File: src/rtl/iob_uart_console_pkg.sv
// Shared definitions for the tester-UART console engine: FSM encoding and
// the default native-bus register map of the UART.
package iob_uart_console_pkg;

  typedef enum logic [3:0] {
    ST_INIT_SR1  = 4'd0,
    ST_INIT_SR0  = 4'd1,
    ST_INIT_DIV  = 4'd2,
    ST_INIT_TXEN = 4'd3,
    ST_INIT_RXEN = 4'd4,
    ST_IDLE      = 4'd5,
    ST_POLL_TX   = 4'd6,
    ST_WR_TX     = 4'd7,
    ST_POLL_RX   = 4'd8,
    ST_RD_RX     = 4'd9
  } state_t;

  // write addresses
  localparam int DEF_A_SOFTRESET = 0;
  localparam int DEF_A_DIV       = 1;
  localparam int DEF_A_TXDATA    = 2;
  localparam int DEF_A_TXEN      = 3;
  localparam int DEF_A_RXEN      = 4;
  // read addresses
  localparam int DEF_A_TXREADY   = 0;
  localparam int DEF_A_RXREADY   = 1;
  localparam int DEF_A_RXDATA    = 2;

  localparam logic LAST_TX = 1'b0;
  localparam logic LAST_RX = 1'b1;

  function automatic logic [3:0] strb_for(input logic write);
    return write ? 4'hF : 4'h0;
  endfunction

endpackage

File: src/rtl/iob_uart_console_if.sv
// Native request/ready bus between the console engine and the tester UART.
interface iob_uart_console_if #(
  parameter int ADDR_W = 3,
  parameter int DATA_W = 32
);
  logic              m_valid;
  logic [ADDR_W-1:0] m_addr;
  logic [DATA_W-1:0] m_wdata;
  logic [3:0]        m_wstrb;
  logic [DATA_W-1:0] m_rdata;
  logic              m_ready;

  modport master (
    output m_valid, m_addr, m_wdata, m_wstrb,
    input  m_rdata, m_ready
  );

  modport slave (
    input  m_valid, m_addr, m_wdata, m_wstrb,
    output m_rdata, m_ready
  );
endinterface

File: src/rtl/iob_uart_console_fifo.sv
// Small synchronous FIFO with first-word-fall-through head and wrap-bit
// full/empty detection; a pop on a full FIFO frees the slot for a same-cycle push.
module iob_uart_console_fifo #(
  parameter int W  = 8,
  parameter int AW = 3
) (
  input  logic         clk,
  input  logic         rst,
  input  logic         push,
  input  logic [W-1:0] push_data,
  input  logic         pop,
  output logic [W-1:0] pop_data,
  output logic         full,
  output logic         empty
);

  localparam int DEPTH = 1 << AW;

  logic [W-1:0] mem [0:DEPTH-1];
  logic [AW:0]  wptr_r;
  logic [AW:0]  rptr_r;
  logic         do_push_s;
  logic         do_pop_s;

  assign empty     = (wptr_r == rptr_r);
  assign full      = (wptr_r[AW] != rptr_r[AW]) && (wptr_r[AW-1:0] == rptr_r[AW-1:0]);
  assign do_pop_s  = pop && !empty;
  assign do_push_s = push && (!full || do_pop_s);
  assign pop_data  = mem[rptr_r[AW-1:0]];

  // Pointer update
  always_ff @(posedge clk) begin
    if (rst) begin
      wptr_r <= '0;
      rptr_r <= '0;
    end else begin
      if (do_push_s) wptr_r <= wptr_r + {{AW{1'b0}}, 1'b1};
      if (do_pop_s)  rptr_r <= rptr_r + {{AW{1'b0}}, 1'b1};
    end
  end

  // Storage write
  always_ff @(posedge clk) begin
    if (do_push_s) mem[wptr_r[AW-1:0]] <= push_data;
  end

endmodule

File: src/rtl/iob_uart_console.sv
// Host engine for the tester UART: runs the init register sequence, then
// round-robins between sending queued bench bytes and collecting received bytes.
module iob_uart_console
  import iob_uart_console_pkg::*;
#(
  parameter int          ADDR_W      = 3,
  parameter int          DATA_W      = 32,
  parameter logic [15:0] DIV_VAL     = 16'd100,
  parameter int          FIFO_W      = 3,
  parameter int          TIMEOUT     = 1024,
  parameter int          A_SOFTRESET = DEF_A_SOFTRESET,
  parameter int          A_DIV       = DEF_A_DIV,
  parameter int          A_TXDATA    = DEF_A_TXDATA,
  parameter int          A_TXEN      = DEF_A_TXEN,
  parameter int          A_RXEN      = DEF_A_RXEN,
  parameter int          A_TXREADY   = DEF_A_TXREADY,
  parameter int          A_RXREADY   = DEF_A_RXREADY,
  parameter int          A_RXDATA    = DEF_A_RXDATA
) (
  input  logic                  clk,
  input  logic                  rst,
  iob_uart_console_if.master    bus,
  input  logic                  tx_valid,
  input  logic [7:0]            tx_data,
  output logic                  tx_ready,
  output logic                  rx_valid,
  output logic [7:0]            rx_data,
  input  logic                  rx_ready,
  output logic                  init_done,
  output logic                  bus_err
);

  localparam int TMO_W = $clog2(TIMEOUT + 1);

  state_t            state_r;
  logic              m_valid_r;
  logic [ADDR_W-1:0] m_addr_r;
  logic [DATA_W-1:0] m_wdata_r;
  logic [3:0]        m_wstrb_r;
  logic              init_done_r;
  logic              bus_err_r;
  logic              last_r;
  logic [TMO_W-1:0]  tmo_r;

  logic [ADDR_W-1:0] req_addr_s;
  logic [DATA_W-1:0] req_wdata_s;
  logic              req_write_s;
  logic              done_s;
  logic              tx_pop_s;
  logic              rx_push_s;
  logic [7:0]        tx_head_s;
  logic              tx_full_s;
  logic              tx_empty_s;
  logic              rx_full_s;
  logic              rx_empty_s;
  logic              unused_rdata;

  assign bus.m_valid  = m_valid_r;
  assign bus.m_addr   = m_addr_r;
  assign bus.m_wdata  = m_wdata_r;
  assign bus.m_wstrb  = m_wstrb_r;
  assign init_done    = init_done_r;
  assign bus_err      = bus_err_r;
  assign tx_ready     = !tx_full_s;
  assign rx_valid     = !rx_empty_s;
  assign unused_rdata = ^bus.m_rdata[DATA_W-1:8];

  assign done_s    = m_valid_r && bus.m_ready;
  assign tx_pop_s  = done_s && (state_r == ST_WR_TX);
  assign rx_push_s = done_s && (state_r == ST_RD_RX);

  iob_uart_console_fifo #(.W(8), .AW(FIFO_W)) u_tx_fifo (
    .clk       (clk),
    .rst       (rst),
    .push      (tx_valid && !tx_full_s),
    .push_data (tx_data),
    .pop       (tx_pop_s),
    .pop_data  (tx_head_s),
    .full      (tx_full_s),
    .empty     (tx_empty_s)
  );

  iob_uart_console_fifo #(.W(8), .AW(FIFO_W)) u_rx_fifo (
    .clk       (clk),
    .rst       (rst),
    .push      (rx_push_s),
    .push_data (bus.m_rdata[7:0]),
    .pop       (rx_ready),
    .pop_data  (rx_data),
    .full      (rx_full_s),
    .empty     (rx_empty_s)
  );

  // Request decode: the access each bus state performs
  always_comb begin
    req_addr_s  = '0;
    req_wdata_s = '0;
    req_write_s = 1'b0;
    case (state_r)
      ST_INIT_SR1: begin
        req_addr_s  = ADDR_W'(A_SOFTRESET);
        req_wdata_s = DATA_W'(32'd1);
        req_write_s = 1'b1;
      end
      ST_INIT_SR0: begin
        req_addr_s  = ADDR_W'(A_SOFTRESET);
        req_write_s = 1'b1;
      end
      ST_INIT_DIV: begin
        req_addr_s  = ADDR_W'(A_DIV);
        req_wdata_s = {{(DATA_W-16){1'b0}}, DIV_VAL};
        req_write_s = 1'b1;
      end
      ST_INIT_TXEN: begin
        req_addr_s  = ADDR_W'(A_TXEN);
        req_wdata_s = DATA_W'(32'd1);
        req_write_s = 1'b1;
      end
      ST_INIT_RXEN: begin
        req_addr_s  = ADDR_W'(A_RXEN);
        req_wdata_s = DATA_W'(32'd1);
        req_write_s = 1'b1;
      end
      ST_POLL_TX: req_addr_s = ADDR_W'(A_TXREADY);
      ST_WR_TX: begin
        req_addr_s  = ADDR_W'(A_TXDATA);
        req_wdata_s = {{(DATA_W-8){1'b0}}, tx_head_s};
        req_write_s = 1'b1;
      end
      ST_POLL_RX: req_addr_s = ADDR_W'(A_RXREADY);
      ST_RD_RX:   req_addr_s = ADDR_W'(A_RXDATA);
      default:    req_addr_s = '0;
    endcase
  end

  // Main FSM: request issue, completion, timeout and IDLE arbitration
  always_ff @(posedge clk) begin
    if (rst) begin
      state_r     <= ST_INIT_SR1;
      m_valid_r   <= 1'b0;
      m_addr_r    <= '0;
      m_wdata_r   <= '0;
      m_wstrb_r   <= 4'h0;
      init_done_r <= 1'b0;
      bus_err_r   <= 1'b0;
      last_r      <= LAST_TX;
      tmo_r       <= '0;
    end else if (m_valid_r) begin
      if (bus.m_ready) begin
        m_valid_r <= 1'b0;
        tmo_r     <= '0;
        case (state_r)
          ST_INIT_SR1:  state_r <= ST_INIT_SR0;
          ST_INIT_SR0:  state_r <= ST_INIT_DIV;
          ST_INIT_DIV:  state_r <= ST_INIT_TXEN;
          ST_INIT_TXEN: state_r <= ST_INIT_RXEN;
          ST_INIT_RXEN: begin
            init_done_r <= 1'b1;
            state_r     <= ST_IDLE;
          end
          ST_POLL_TX: begin
            if (bus.m_rdata[0]) begin
              state_r <= ST_WR_TX;
            end else begin
              state_r <= ST_IDLE;
              last_r  <= LAST_TX;
            end
          end
          ST_WR_TX: begin
            state_r <= ST_IDLE;
            last_r  <= LAST_TX;
          end
          ST_POLL_RX: begin
            if (bus.m_rdata[0]) begin
              state_r <= ST_RD_RX;
            end else begin
              state_r <= ST_IDLE;
              last_r  <= LAST_RX;
            end
          end
          ST_RD_RX: begin
            state_r <= ST_IDLE;
            last_r  <= LAST_RX;
          end
          default: state_r <= ST_IDLE;
        endcase
      end else if (tmo_r == TMO_W'(TIMEOUT - 1)) begin
        // Abandon the access; no FIFO side effect happens because done_s stays low
        m_valid_r <= 1'b0;
        bus_err_r <= 1'b1;
        tmo_r     <= '0;
        state_r   <= ST_IDLE;
      end else begin
        tmo_r <= tmo_r + TMO_W'(1);
      end
    end else if (state_r == ST_IDLE) begin
      if (init_done_r) begin
        if (!tx_empty_s && !rx_full_s) begin
          state_r <= (last_r == LAST_RX) ? ST_POLL_TX : ST_POLL_RX;
        end else if (!tx_empty_s) begin
          state_r <= ST_POLL_TX;
        end else if (!rx_full_s) begin
          state_r <= ST_POLL_RX;
        end else begin
          state_r <= ST_IDLE;
        end
      end
    end else begin
      // Entering a bus state always follows a dropped m_valid, giving the idle gap
      m_valid_r <= 1'b1;
      m_addr_r  <= req_addr_s;
      m_wdata_r <= req_wdata_s;
      m_wstrb_r <= strb_for(req_write_s);
      tmo_r     <= '0;
    end
  end

endmodule
File: src/flat_wrapper.sv
// flat-port wrapper written by rule: the top's interface ports become plain ports
module iob_uart_console_flat import iob_uart_console_pkg::*;
#(
  parameter int          ADDR_W      = 3,
  parameter int          DATA_W      = 32,
  parameter logic [15:0] DIV_VAL     = 16'd100,
  parameter int          FIFO_W      = 3,
  parameter int          TIMEOUT     = 1024,
  parameter int          A_SOFTRESET = DEF_A_SOFTRESET,
  parameter int          A_DIV       = DEF_A_DIV,
  parameter int          A_TXDATA    = DEF_A_TXDATA,
  parameter int          A_TXEN      = DEF_A_TXEN,
  parameter int          A_RXEN      = DEF_A_RXEN,
  parameter int          A_TXREADY   = DEF_A_TXREADY,
  parameter int          A_RXREADY   = DEF_A_RXREADY,
  parameter int          A_RXDATA    = DEF_A_RXDATA
)
  (clk, rst, tx_valid, tx_data, tx_ready, rx_valid, rx_data, rx_ready, init_done, bus_err, bus_m_valid, bus_m_addr, bus_m_wdata, bus_m_wstrb, bus_m_rdata, bus_m_ready);
  iob_uart_console_if #(.ADDR_W(ADDR_W), .DATA_W(DATA_W)) bus_i ();
  input  logic clk;
  input  logic rst;
  input  logic tx_valid;
  input  logic [7:0] tx_data;
  output logic tx_ready;
  output logic rx_valid;
  output logic [7:0] rx_data;
  input  logic rx_ready;
  output logic init_done;
  output logic bus_err;
  output wire logic [$bits(bus_i.m_valid)-1:0] bus_m_valid;
  output wire logic [$bits(bus_i.m_addr)-1:0] bus_m_addr;
  output wire logic [$bits(bus_i.m_wdata)-1:0] bus_m_wdata;
  output wire logic [$bits(bus_i.m_wstrb)-1:0] bus_m_wstrb;
  input wire logic [$bits(bus_i.m_rdata)-1:0] bus_m_rdata;
  input wire logic [$bits(bus_i.m_ready)-1:0] bus_m_ready;
  assign bus_m_valid = bus_i.m_valid;
  assign bus_m_addr = bus_i.m_addr;
  assign bus_m_wdata = bus_i.m_wdata;
  assign bus_m_wstrb = bus_i.m_wstrb;
  assign bus_i.m_rdata = bus_m_rdata;
  assign bus_i.m_ready = bus_m_ready;
  iob_uart_console #(.ADDR_W(ADDR_W), .DATA_W(DATA_W), .DIV_VAL(DIV_VAL), .FIFO_W(FIFO_W), .TIMEOUT(TIMEOUT), .A_SOFTRESET(A_SOFTRESET), .A_DIV(A_DIV), .A_TXDATA(A_TXDATA), .A_TXEN(A_TXEN), .A_RXEN(A_RXEN), .A_TXREADY(A_TXREADY), .A_RXREADY(A_RXREADY), .A_RXDATA(A_RXDATA)) u_core (.clk(clk), .rst(rst), .bus(bus_i), .tx_valid(tx_valid), .tx_data(tx_data), .tx_ready(tx_ready), .rx_valid(rx_valid), .rx_data(rx_data), .rx_ready(rx_ready), .init_done(init_done), .bus_err(bus_err));
endmodule
File: config.mk
export PLATFORM = sky130hd
export DESIGN_NAME = iob_uart_console_flat
export DESIGN_NICKNAME = d
export VERILOG_FILES = /design/src/rtl/iob_uart_console_pkg.sv /design/src/rtl/iob_uart_console_if.sv /design/src/rtl/iob_uart_console_fifo.sv /design/src/rtl/iob_uart_console.sv /design/src/flat_wrapper.sv
export SDC_FILE = /design/constraint.sdc
export NUM_CORES = 1
export LEC_CHECK = 0
export CELL_PAD_IN_SITES_DETAIL_PLACEMENT = 1
export CELL_PAD_IN_SITES_GLOBAL_PLACEMENT = 2
export CORE_MARGIN = 2
export CORE_UTILIZATION = 39
export DETAILED_ROUTE_END_ITERATION = 6
export PLACE_DENSITY = 0.87
export SYNTH_ARGS = -nofsm -noshare
export SYNTH_HDL_FRONTEND = slang
export SYNTH_SLANG_ARGS = --single-unit
File: constraint.sdc
create_clock -name clk -period 3.6 [get_ports clk]
set_input_delay 1.08 -clock clk [delete_from_list [all_inputs] [get_ports clk]]
set_output_delay 1.08 -clock clk [all_outputs]
set_load 0.02 [all_outputs]
==> results by group, run 1 <==
Outcome
  – Outcome: complete, no violations

Yosys
  – Sequential area share after synthesis: 0.618
  – Most area-consuming cells after synthesis: edfxtp_1 (48%), dfxtp_1 (13%), mux4_2 (6.8%), buf_4 (2.7%), mux2_2 (2.1%)
  – Area share of the leading cell type in the synthesized netlist: 0.484
  – Post-synth ARST share: 0
  – Synth Register Bits: 181
  – Post-synth EDFFs: 128
  – Netlist cell types: 70
  – Synth area leader: edfxtp_1
  – Synth Cell Area: 7940 sq um
  – Top_reg_cell synth: edfxtp_1
  – Post-synthesis cell count: 577
  – Avg Cell Area, Syn: 13.8 sq um
  – Syn. warnings: 0

Placement
  – DP HPWL: 12300 microns
  – Placed cells: 880
  – Port Buf Inserts: 48
  – RD Place Congestion: 0.769

Layout
  – Fill cells: 2034
  – FF/Latch Area: 4900 sq um
  – Commonest non-fill, non-tap cell in the layout: edfxtp_1
  – Area of the multi-input gates: 2730 sq um
  – Inserted Diodes: 0
  – Final Util: 0.462
  – NumNets Final: 679
  – Layout Cells excl Fill: 912
  – Area grow syn2layout: 16.9%
  – Most frequent cells in the layout: edfxtp_1 (128), dfxtp_1 (53), clkdlybuf4s50_1 (47)
  – Share of cells above drive strength 1: 0.164

STA
  – F_max: 286 MHz
  – Fin crit share: 0.970
  – Final setup TNS: 0 ns
  – Max Transition Viols Final: 0
  – Slew HR: 0.378
  – Finish-stage setup viols: 0
  – RSZ-0062 raised after global routing: no
  – Final Hold Viols: 0
  – Worst-Margin Slew: 0.932 ns
  – Hold Slack: 0.483 ns
  – Clk_skew: 0.0131 ns
  – Tmin final: 3.49 ns

Route
  – Top sig layer: met4
  – Vias: 4915
  – Antenna Violating Nets Remaining: 0
  – WL met1: 7490 microns
  – WL met2: 10000 microns
  – Vias/cell: 5.39
  – DR pass1 iterations: 4
  – Metal3 WL: 655 microns
  – DR iter-0 viols: 224
  – Final WL: 18400 microns
  – Wire length per cell: 20.2 microns
  – DRC errors left: 0

GRT
  – Initial antenna violation count: 0
  – First-pass GRT wire length: 29500 microns
  – Largest net degree at the start of global routing: 41
  – Vias in the first global route: 5330
  – Congestion Overflow GR: 0
  – GRT Total Usage: 0.178

Power and ir drop
  – Power per standard cell area: 480 nW/um^2
  – Leak: 3.05 nW
  – Max VDD drop: 0.352 mV

Clock network
  – CTS Buf Count: 17
  – Clock sink count: 181
  – Clock slew at reported path FFs: 0.07 ns
  – Clock latency on the worst-skew pair: 0.44 ns
  – H-tree levels: 4
  – CTS tree: done
  – Clock Tree Buf Depth: 2
  – Post-CTS Setup Bufs: 0
  – CTS root buf: clkbuf_16

Setup path
  – CP startpoint kind: flip-flop
  – CP max stage cell: clkdlybuf4s50_1
  – Worst Path Required: 2.52 ns
  – Worst-path cell chain: buf_6, mux4_2, mux2_2, clkdlybuf4s50_1
  – CP Capture Type: output port
  – CP peak stage delay: 0.55 ns
  – R2R setup slack: 1.30 ns
  – Crit Path Class: reg2out
  – CP arrival: 2.41 ns
  – Critical-path maximum fanout: 16

Floorplanning
  – CORE AREA: 20100 sq um
  – Die Ht: 147 microns
  – Initial Util: 0.395
  – Die Wd: 147 microns
  – IO Count: 97
  – Cell Rows: 52
  – Die ar.: 21500 sq um

Hold path
  – Hold Path Class: reg2reg

Job
  – Maxcap violations: 0
[where the power goes]
| part | internal [mW] | total [mW] | switching (mW) |
|---|---|---|---|
| registers | 2.26 | 2.28 | 0.0244 |
| logic | 0.0875 | 0.236 | 0.149 |
| clock network | 1.06 | 1.94 | 0.878 |
| total | 3.40 | 4.45 | 1.05 |
[cell families after synthesis]
logic type | share of synthesized area
simple gates | 0.102
mux | 0.110
flops | 0.618
fa+ha+maj | 0.00788
xor+xnor | 0.0217
buf+inv | 0.0501
compound gates | 0.0903
other cells | 0.000472
[final timing paths]
check / startpoint / to / depth (start not counted)
worst min register to register: u_core.bus_err / u_core.bus_err / 2
worst max register to register: flip-flop / u_core.bus.m_wdata[6] / 4
worst min-delay path: u_core.bus_err / u_core.bus_err / 2
worst max-delay path: flip-flop / rx_data[6] / 4
[area by class of cell]
type | instances | area share
clock buffer | 17 | 0.0458
clock inverter | 15 | 0.0201
inverter | 13 | 0.00526
multi-input combinational | 345 | 0.294
sequential | 181 | 0.529
tap | 270 | 0.0364
timing repair buffer | 71 | 0.0702
[metrics by stage]
stage	worst slack (ns)	power [mW]	instance area, sq um
final	0.109	4.45	9280
after global routing	0.00767	4.60	9280
after CTS	0.0631	4.50	9280
after detailed placement	0.478	2.56	8660
after global placement	0.515	2.55	8660
after floorplan	0.761	2.48	8030
[layer usage]
layer	GRT usage	up-vias
met3	0.0394	20
li1	-	2291
met2	0.329	90
met4	0.0481	0
met1	0.207	2514
met5	0	-
[cell usage after synthesis (6+ instances only)]
master	number
edfxtp_1	128
dfxtp_1	53
nor2_1	35
buf_4	29
a21oi_1	27
mux4_2	24
nor3_1	21
nand2_1	19
clkbuf_1	17
mux2_2	15
inv_1	11
nand2b_1	11
nor2b_1	10
buf_2	9
nand4_1	9
xor2_1	9
mux2i_1	8
nand3_1	8
xnor2_1	7
a211oi_1	6
a32oi_1	6
buf_1	6
mux2_1	6
o211ai_1	6
o21ai_1	6
o31ai_1	6
or4_1	6
[worst max-delay path: cells and delay by family (launching register included)]
| family | cells | cell delay (ns) |
|---|---|---|
| buf+inv | 2 | 0.79 |
| flops | 1 | 0.34 |
| mux | 2 | 0.83 |
[flip-flops by register name (all words and copies together), names as in the netlist, 3 cells and up, named ones only]
signal,flops
u_core.u_tx_fifo.wptr_r,4
u_core.tmo_r,11
u_core.bus.m_wdata,8
u_core.u_tx_fifo.rptr_r,4
u_core.u_tx_fifo.mem,64
u_core.u_rx_fifo.mem,64
u_core.u_rx_fifo.rptr_r,4
u_core.u_rx_fifo.wptr_r,4
u_core.state_r,4
u_core.bus.m_addr,3
[timing repair]
item / CTS / global route
setup endpoints to repair: 2 / 0
hold buffers: 0 / 0
resized for setup: 1 / 0
Note: power is estimated with default switching activity, not from simulation.
==> run 2: changes to the inputs <==
RECOVER_POWER = 25   (was unset)
==> run 2 against run 1 <==
  * The run now ends with max-capacitance violations, max-slew violations left
  * Hold slack about the same
  * Combinational power about the same
  * Setup slack about the same
  * Die area unchanged
  * Critical endpoint unchanged
==> results by group, run 2 (synthesized netlist as in run 1, its figures left out) <==
Setup path
  – CP Capture Type: output port
  – CP peak stage delay: 0.55 ns (about the same)
  – Critical-path maximum fanout: 16 (unchanged)
  – CP arrival: 2.41 ns (about the same)
  – CP max stage cell: clkdlybuf4s50_1
  – R2R setup slack: 1.25 ns (-0.05 ns)
  – Worst Path Required: 2.52 ns (about the same)
  – Worst path buffer plus inverter count: 2 (unchanged)
  – CP startpoint kind: flip-flop
  – Crit Path Class: reg2out
  – Largest delay share family, worst path: multiplexers
  – Worst-path cell chain: buf_6, mux4_2, mux2_2, clkdlybuf4s50_1

STA
  – RSZ-0062 raised after global routing: no
  – Final Hold Viols: 0 (unchanged)
  – Hold Slack: 0.483 ns (+0.00000800 ns)
  – Tmin final: 3.49 ns (+0.000212 ns)
  – Slew HR: -0.164 (-0.542)
  – Clk_skew: 0.0131 ns (-0.0000107 ns)
  – Max Transition Viols Final: 41 (+41)
  – F_max: 286 MHz (about the same)
  – Worst-Margin Slew: 1.75 ns (+0.814 ns)
  – Final setup TNS: 0 ns (unchanged)
  – Finish-stage setup viols: 0 (unchanged)
  – Fin crit share: 0.970 (about the same)

GRT
  – Largest net degree at the start of global routing: 41 (unchanged)
  – First-pass GRT wire length: 29500 microns (unchanged)
  – Initial antenna violation count: 0 (unchanged)
  – GRT Total Usage: 0.178 (unchanged)
  – Vias in the first global route: 5330 (unchanged)
  – Congestion Overflow GR: 0 (unchanged)

Clock network
  – Post_cts resized: 1 (unchanged)
  – Post-CTS Hold Buffers: 0 (unchanged)
  – CTS Buf Count: 17 (unchanged)
  – CTS root buf: clkbuf_16
  – Clock slew at reported path FFs: 0.07 ns (about the same)
  – Clock latency on the worst-skew pair: 0.44 ns (about the same)
  – CTS tree: done
  – Post-CTS Setup Bufs: 0 (unchanged)
  – Clock sink count: 181 (unchanged)
  – H-tree levels: 4 (unchanged)
  – Clock Tree Buf Depth: 2 (unchanged)

Route
  – Antenna Violating Nets Remaining: 0 (unchanged)
  – Final WL: 18400 microns (about the same)
  – Wire length per cell: 20.2 microns (about the same)
  – DR iter-0 viols: 217 (-3.1%)
  – Vias/cell: 5.39 (about the same)
  – DR pass1 iterations: 4 (unchanged)
  – Vias: 4913 (-0.041%)
  – DRC errors left: 0 (unchanged)

Power and ir drop
  – Leak: 3.05 nW (about the same)
  – Max VDD drop: 0.352 mV (about the same)
  – Power per standard cell area: 480 nW/um^2 (about the same)

Layout
  – Share of cells above drive strength 1: 0.162 (-0.00156)
  – Inserted Diodes: 0 (unchanged)
  – Final Util: 0.462 (about the same)
  – Most frequent cells in the layout: edfxtp_1 (128), dfxtp_1 (53), clkdlybuf4s50_1 (36)
  – Area grow syn2layout: 16.8% (about the same)
  – Commonest non-fill, non-tap cell in the layout: edfxtp_1
  – NumNets Final: 679 (unchanged)

Floorplanning
  – Die ar.: 21500 sq um (unchanged)
  – Die Wd: 147 microns (unchanged)
  – IO Count: 97 (unchanged)
  – Initial Util: 0.395 (unchanged)
  – CORE AREA: 20100 sq um (unchanged)
  – Die Ht: 147 microns (unchanged)
  – Cell Rows: 52 (unchanged)

Hold path
  – Hold Path Class: reg2reg

Placement
  – RD Place Congestion: 0.769 (unchanged)
  – Port Buf Inserts: 48 (unchanged)
  – DP HPWL: 12300 microns (unchanged)

Outcome
  – Outcome: complete, but fails checks
  – Failing checks: max-capacitance violations, max-slew violations

Job
  – Maxcap violations: 1 (+1)
run 2: changes by cell type in the layout (fill, tap and decap cells not counted):
cell and delta:
clkdlybuf4s50_1 -11, dlygate4sd3_1 +11, buf_2 -1, clkbuf_1 +1
run 2: final timing paths:
| path | startpoint | endpoint | depth (start not counted) |
|---|---|---|---|
| min reg2reg | u_core.bus_err | u_core.bus_err | 2 |
| min | u_core.bus_err | u_core.bus_err | 2 |
| max | flip-flop | rx_data[6] | 4 |
| max reg2reg | flip-flop | u_core.bus.m_wdata[6] | 4 |
run 2: final cells by class:
| type | instances | area, sq um |
|---|---|---|
| clock buffers | 17 | 425 |
| clock inverters | 15 | 186 |
| fillers | 2033 | 10800 |
| inverters | 13 | 48.8 |
| multi-input cells | 345 | 2730 |
| flip-flops and latches | 181 | 4900 |
| well taps | 270 | 338 |
| repair buffers | 71 | 651 |
run 2: worst min-delay path: stages (launching register included):
cell and delay (ns):
dfxtp_1 0.34, a21oi_1 0.04, nor2_1 0.07
run 2: report_power, final:
group / leakage, nW / internal [mW] / switching, mW
clock: 0.305 / 1.06 / 0.879
combinational: 1.15 / 0.0852 / 0.149
sequential: 1.59 / 2.26 / 0.0244
total: 3.05 / 3.40 / 1.05
run 2: routing by layer:
| layer | up-vias | routed length, microns | GRT usage |
|---|---|---|---|
| li1 | 2289 | - | - |
| met3 | 20 | 774 | 0.0394 |
| met5 | - | 0 | 0 |
| met4 | 0 | 241 | 0.0481 |
| met1 | 2503 | 7380 | 0.207 |
| met2 | 101 | 10000 | 0.329 |
run 2: stage by stage:
stage / area, sq um / worst slack (ns) / total power [mW] / cells
3_5_place_dp: 8660 / 0.478 / 2.56 / 880
2_1_floorplan: 8030 / 0.761 / 2.48 / 600
5_1_grt: 9280 / 0.00767 / 4.60 / 912
4_1_cts: 9280 / 0.0631 / 4.50 / 912
3_3_place_gp: 8660 / 0.515 / 2.55 / 880
6_report: 9280 / 0.109 / 4.45 / 912
